`src/rtl/uart_rx_mmio_pkg.sv`:
```
// Shared types and register-map constants for the UART receive peripheral.
package uart_rx_mmio_pkg;

  // Receive frame state machine states.
  typedef enum logic [1:0] {
    IDLE  = 2'd0,
    START = 2'd1,
    DATA  = 2'd2,
    STOP  = 2'd3
  } rx_state_t;

  // Register offsets as seen in address[3:2].
  localparam logic [1:0] RX_DATA_OFS = 2'd0;
  localparam logic [1:0] RX_STAT_OFS = 2'd1;

  // STATUS register bit positions.
  localparam int unsigned STAT_NEMPTY_BIT = 0;
  localparam int unsigned STAT_FULL_BIT   = 1;
  localparam int unsigned STAT_FERR_BIT   = 2;
  localparam int unsigned STAT_OVR_BIT    = 3;

endpackage

```
`src/rtl/uart_rx_mmio_if.sv`:
```
// MEM-stage read port of the UART receive peripheral.
interface uart_rx_mmio_if;
  logic [31:0] address;
  logic        rd_en;
  logic [31:0] data_out;
  logic        rx_irq;

  modport master (output address, output rd_en, input data_out, input rx_irq);
  modport slave  (input address, input rd_en, output data_out, output rx_irq);
endinterface

```
`src/rtl/uart_rx_mmio_sync_fifo.sv`:
```
// Single-clock FIFO with first-word-fall-through head and extra-MSB pointers.
module sync_fifo #(
  parameter int unsigned WIDTH = 8,
  parameter int unsigned DEPTH = 8
) (
  input  logic             clk,
  input  logic             rst_n,
  input  logic             push,
  input  logic             pop,
  input  logic [WIDTH-1:0] din,
  output logic [WIDTH-1:0] dout,
  output logic             full,
  output logic             empty
);
  localparam int unsigned AW = $clog2(DEPTH);

  logic [WIDTH-1:0] mem [DEPTH];
  logic [AW:0]      wr_ptr;
  logic [AW:0]      rd_ptr;
  logic             do_pop;
  logic             do_push;

  // Pop only when data exists; a push into a full FIFO is allowed only if a pop frees the slot.
  assign do_pop  = pop && !empty;
  assign do_push = push && (!full || do_pop);

  assign empty = (wr_ptr == rd_ptr);
  assign full  = (wr_ptr[AW] != rd_ptr[AW]) && (wr_ptr[AW-1:0] == rd_ptr[AW-1:0]);
  assign dout  = mem[rd_ptr[AW-1:0]];

  // Pointer update.
  always_ff @(posedge clk or negedge rst_n) begin
    if (!rst_n) begin
      wr_ptr <= '0;
      rd_ptr <= '0;
    end else begin
      if (do_push) wr_ptr <= wr_ptr + (AW+1)'(1);
      if (do_pop)  rd_ptr <= rd_ptr + (AW+1)'(1);
    end
  end

  // Storage write; contents are don't-care until pushed.
  always_ff @(posedge clk) begin
    if (do_push) mem[wr_ptr[AW-1:0]] <= din;
  end
endmodule

```
`src/rtl/uart_rx_mmio.sv`:
```
// UART 8N1 receiver with receive FIFO, exposed as RXDATA/STATUS memory-mapped registers.
module uart_rx_mmio
  import uart_rx_mmio_pkg::*;
#(
  parameter int unsigned CLKS_PER_BIT = 868,
  parameter int unsigned FIFO_DEPTH   = 8
) (
  input  logic           clk,
  input  logic           reset,
  input  logic           UART_Rx,
  uart_rx_mmio_if.slave  bus
);
  localparam int unsigned     CNT_W     = $clog2(CLKS_PER_BIT);
  localparam logic [CNT_W-1:0] HALF_LAST = CNT_W'(CLKS_PER_BIT / 2 - 1);
  localparam logic [CNT_W-1:0] BIT_LAST  = CNT_W'(CLKS_PER_BIT - 1);

  logic             rx_meta;
  logic             rx_s;
  rx_state_t        state, state_nxt;
  logic [CNT_W-1:0] cnt, cnt_nxt;
  logic [2:0]       bit_idx, bit_idx_nxt;
  logic [7:0]       shift, shift_nxt;
  logic             push_c;
  logic             ferr_set_c;
  logic             overrun;
  logic             frame_err;
  logic [1:0]       reg_ofs;
  logic             pop_c;
  logic             stat_rd_c;
  logic             ovr_set_c;
  logic [7:0]       fifo_dout;
  logic             fifo_full;
  logic             fifo_empty;
  logic             unused_addr;

  // Two-flop synchroniser; idles high so reset does not look like a start bit.
  always_ff @(posedge clk or negedge reset) begin
    if (!reset) begin
      rx_meta <= 1'b1;
      rx_s    <= 1'b1;
    end else begin
      rx_meta <= UART_Rx;
      rx_s    <= rx_meta;
    end
  end

  // Frame state, bit timing and shift register.
  always_ff @(posedge clk or negedge reset) begin
    if (!reset) begin
      state   <= IDLE;
      cnt     <= '0;
      bit_idx <= '0;
      shift   <= '0;
    end else begin
      state   <= state_nxt;
      cnt     <= cnt_nxt;
      bit_idx <= bit_idx_nxt;
      shift   <= shift_nxt;
    end
  end

  // Next-state logic: half-bit start qualification, then full-bit spaced samples.
  always_comb begin
    state_nxt   = state;
    cnt_nxt     = cnt;
    bit_idx_nxt = bit_idx;
    shift_nxt   = shift;
    push_c      = 1'b0;
    ferr_set_c  = 1'b0;
    case (state)
      IDLE: begin
        if (!rx_s) begin
          state_nxt = START;
          cnt_nxt   = '0;
        end
      end
      START: begin
        if (cnt == HALF_LAST) begin
          cnt_nxt     = '0;
          bit_idx_nxt = '0;
          state_nxt   = rx_s ? IDLE : DATA;
        end else begin
          cnt_nxt = cnt + CNT_W'(1);
        end
      end
      DATA: begin
        if (cnt == BIT_LAST) begin
          cnt_nxt            = '0;
          shift_nxt[bit_idx] = rx_s;
          if (bit_idx == 3'd7) state_nxt = STOP;
          else                 bit_idx_nxt = bit_idx + 3'd1;
        end else begin
          cnt_nxt = cnt + CNT_W'(1);
        end
      end
      STOP: begin
        if (cnt == BIT_LAST) begin
          cnt_nxt    = '0;
          push_c     = rx_s;
          ferr_set_c = !rx_s;
          state_nxt  = IDLE;
        end else begin
          cnt_nxt = cnt + CNT_W'(1);
        end
      end
      default: state_nxt = IDLE;
    endcase
  end

  assign reg_ofs     = bus.address[3:2];
  assign unused_addr = ^{bus.address[31:4], bus.address[1:0]};
  assign pop_c       = bus.rd_en && (reg_ofs == RX_DATA_OFS) && !fifo_empty;
  assign stat_rd_c   = bus.rd_en && (reg_ofs == RX_STAT_OFS);
  assign ovr_set_c   = push_c && fifo_full && !pop_c;

  sync_fifo #(
    .WIDTH (8),
    .DEPTH (FIFO_DEPTH)
  ) u_fifo (
    .clk   (clk),
    .rst_n (reset),
    .push  (push_c),
    .pop   (pop_c),
    .din   (shift),
    .dout  (fifo_dout),
    .full  (fifo_full),
    .empty (fifo_empty)
  );

  // Sticky error flags; a new error in the same cycle as a STATUS read keeps the flag set.
  always_ff @(posedge clk or negedge reset) begin
    if (!reset) begin
      overrun   <= 1'b0;
      frame_err <= 1'b0;
    end else begin
      overrun   <= ovr_set_c  || (overrun   && !stat_rd_c);
      frame_err <= ferr_set_c || (frame_err && !stat_rd_c);
    end
  end

  // Same-cycle read mux for the MEM stage.
  always_comb begin
    bus.data_out = '0;
    case (reg_ofs)
      RX_DATA_OFS: begin
        if (!fifo_empty) bus.data_out = {24'b0, fifo_dout};
      end
      RX_STAT_OFS: begin
        bus.data_out[STAT_NEMPTY_BIT] = !fifo_empty;
        bus.data_out[STAT_FULL_BIT]   = fifo_full;
        bus.data_out[STAT_FERR_BIT]   = frame_err;
        bus.data_out[STAT_OVR_BIT]    = overrun;
      end
      default: ;
    endcase
  end

  assign bus.rx_irq = !fifo_empty;
endmodule
```
`src/flat_wrapper.sv`:
```
// flat-port wrapper written by rule: the top's interface ports become plain ports
module uart_rx_mmio_flat import uart_rx_mmio_pkg::*;
#(
  parameter int unsigned CLKS_PER_BIT = 868,
  parameter int unsigned FIFO_DEPTH   = 8
)
  (clk, reset, UART_Rx, bus_address, bus_rd_en, bus_data_out, bus_rx_irq);
  uart_rx_mmio_if bus_i ();
  input  logic clk;
  input  logic reset;
  input  logic UART_Rx;
  input wire logic [$bits(bus_i.address)-1:0] bus_address;
  input wire logic [$bits(bus_i.rd_en)-1:0] bus_rd_en;
  output wire logic [$bits(bus_i.data_out)-1:0] bus_data_out;
  output wire logic [$bits(bus_i.rx_irq)-1:0] bus_rx_irq;
  assign bus_i.address = bus_address;
  assign bus_i.rd_en = bus_rd_en;
  assign bus_data_out = bus_i.data_out;
  assign bus_rx_irq = bus_i.rx_irq;
  uart_rx_mmio #(.CLKS_PER_BIT(CLKS_PER_BIT), .FIFO_DEPTH(FIFO_DEPTH)) u_core (.clk(clk), .reset(reset), .UART_Rx(UART_Rx), .bus(bus_i));
endmodule
```
`config.mk`:
```
export PLATFORM = sky130hd
export DESIGN_NAME = uart_rx_mmio_flat
export DESIGN_NICKNAME = d
export VERILOG_FILES = /design/src/rtl/uart_rx_mmio_pkg.sv /design/src/rtl/uart_rx_mmio_if.sv /design/src/rtl/uart_rx_mmio_sync_fifo.sv /design/src/rtl/uart_rx_mmio.sv /design/src/flat_wrapper.sv
export SDC_FILE = /design/constraint.sdc
export NUM_CORES = 1
export LEC_CHECK = 0
export CORE_ASPECT_RATIO = 1.5
export CORE_UTILIZATION = 55
export CTS_CLUSTER_DIAMETER = 100
export CTS_CLUSTER_SIZE = 40
export DETAILED_ROUTE_END_ITERATION = 10
export PLACE_DENSITY = 0.81
export SLEW_MARGIN = 10
export SYNTH_ARGS = -nofsm -noshare
export SYNTH_HDL_FRONTEND = slang
export SYNTH_HIERARCHICAL = 1
export SYNTH_SLANG_ARGS = --single-unit
```
`constraint.sdc`:
```
create_clock -name clk -period 3.8 [get_ports clk]
set_input_delay 0.38 -clock clk [delete_from_list [all_inputs] [get_ports clk]]
set_output_delay 0.38 -clock clk [all_outputs]
set_load 0.01 [all_outputs]
```
==> metrics.txt <==
status completed; final hold slack 129 ps; Final Non-Filler Cells 475; Worst path max stage delay 630 ps; number of synthesized flops with an enable pin 64; synthesized area 4820 um^2; worst-path fanout max 20; critical path's top delay family multiplexers; Crit Path Category reg2out; TNS Setup 0 ps; number of cells after detailed placement 459; crit path max-delay cell type mux4_1; most frequent cells in the layout edfxtp_1, dfrtp_1, conb_1; TritonRoute pass-1 iters 5; Unique masters post-synth 60; die footprint 9140 um^2; synth warn 6; Bufs and invs on worst path 2; global route overflow 0; H-tree levels 3; syn avg cell area 14.1 um^2; port bufs 14; layout cell share with drive strength beyond 1 18.5%; placeable core area 8460 um^2; headroom to the max-slew limit 42.1%; VDD IR-drop max 0.465 mV; post-route clock period utilization 81.2%; pins over their slew limit 0; via count 2797; first-pass GRT wire length 13900 um; worst skew pair latency 340 ps; DP Area 4980 um^2; total wire length 8460 um; M2 GR Usage 37.5%; critical path arrival 2710 ps; post-CTS setup buffer count 0; Die Span Y 117 um; DP HPWL 5630 um; Pwr Density 494 nW/um^2; Max Cap Viol 0; average wire per standard cell 17.8 um; Die Wd 78.4 um; top_reg_cell synth edfxtp_1; post-route ant nets 0; FF+latch count, synth 99; GR peak layer met2; routing usage on met3 4.92%; Power, Total 2620 uW; Clk Tree Root Cell clkbuf_16; final setup fails 0; CP Launch Type flip-flop; clock-pin slew on the worst setup and hold paths 70 ps; area grow syn2layout 10.2%; Final Cell Area 5310 um^2; vias in the first global route 2697; Worst Tran Pin Value 866 ps; largest net degree at the start of global routing 36; CTS tree built; worst path cell trace buf_4, mux4_1, mux2_4, nor3b_1, a21oi_1, nor2_1, clkdlybuf4s50_1; hold buffer count at CTS 0; vias per cell 5.89; initial antenna violation count 0; Fmax 324 MHz; Final nets 405; final hold vios 0; initial DRC count 210; Final min period 3090 ps; DR DRC count 0; RD Place Congestion 0.823; Worst EP required 3420 ps; cts repair resizes 0; Initial Util 56.9%; Clock Path Buffers 2; Sink Count 99; commonest non-fill, non-tap cell in the layout edfxtp_1; Seq/Total Area, Yosys 58.1%; Num CTS Buffers 9; RSZ-0062 raised after global routing false; I/O pins 69; Post-synth ARST share 35.4%; row count 41; Mapped Cells 342; Leak Pwr 0.00216 uW; n_diodes 0; clk_skew 6.58 ps; Hold Path Class in2async; Tot GR Track Use 20.9%; grt met1 use 23.4%; crit path capture type output pin
-- state kept, by name (all words and copies together) (netlist names), named ones only --
name                  count
u_core/state              1
u_core/u_fifo/mem        64
u_core/bit_idx            3
u_core/rx_s               1
u_core/u_fifo/wr_ptr      4
u_core/u_fifo/rd_ptr      4
u_core/cnt               10
u_core/rx_meta            1
u_core/frame_err          1
u_core/overrun            1
u_core/shift              8
-- Yosys cell counts, types with 8 or more instances --
master     n  area (um^2)
edfxtp_1  64         1920
dfrtp_1   33          826
buf_4     24          180
nor2_1    23         86.3
nand2_1   20         75.1
o21ai_0   12         60.1
nor3_1    10         50.1
inv_1      9         33.8
mux2_4     8          120
mux4_1     8          210
mux4_2     8          180
-- final cells by class --
type	count	area [um^2]
fillers	595	3160
flip-flops and latches	99	2800
multi-input cells	217	1780
repair buffers	27	233
clock buffers	9	225
well taps	107	134
clock inverters	7	98.8
inverters	9	33.8
-- routing by layer --
layer	part of all wire, %	up-vias	routed length (um)
met3	3.5	18	295
met5	0	-	0
met1	39	1397	3330
met4	3.0	0	250
met2	54	90	4590
li1	-	1292	-
-- worst paths after layout --
kind	startpoint	end	slack [ps]	depth (start not counted)
setup / recovery	u_core/u_fifo/rd_ptr[0]	bus_data_out[3]	710	7
hold / removal	reset	u_core/shift[0]	130	1
setup reg to reg	u_core/cnt[0]	u_core/u_fifo/mem[7][6]	1000	7
hold reg to reg	u_core/rx_meta	u_core/rx_s	360	0
max in group asynchronous	reset	u_core/u_fifo/wr_ptr[3]	3130	1
min in group clk	u_core/rx_meta	u_core/rx_s	360	0
-- power breakdown --
part	switching [uW]	leakage (uW)	internal [uW]
combinational	258	0.000826	213
sequential	18.7	0.00118	1160
clock	390	0.000157	582
-- kinds of logic (layout without fill, tap and decap cells) --
group                      Yosys count  count (layout)  synth area share, %
AOI/OAI and AO/OA                   42              42                 6.81
xor gates and xnor gates            11              11                 2.31
adders and majority gates            6               6                 1.56
buffers and inverters               49              52                 6.62
DFF                                 99              99                 58.1
muxes                               34              34                 12.9
other                                1              24               0.0778
and+or+nand+nor                    100             100                 11.6
-- metrics by stage --
stage / util (%) / setup WS (ps)
global placement: 58.9 / 1100
finish: 62.7 / 714
detailed placement: 58.9 / 998
CTS: 62.7 / 681
global route: 62.7 / 593
floorplan: - / 692
(Power assumes the default switching activity.)
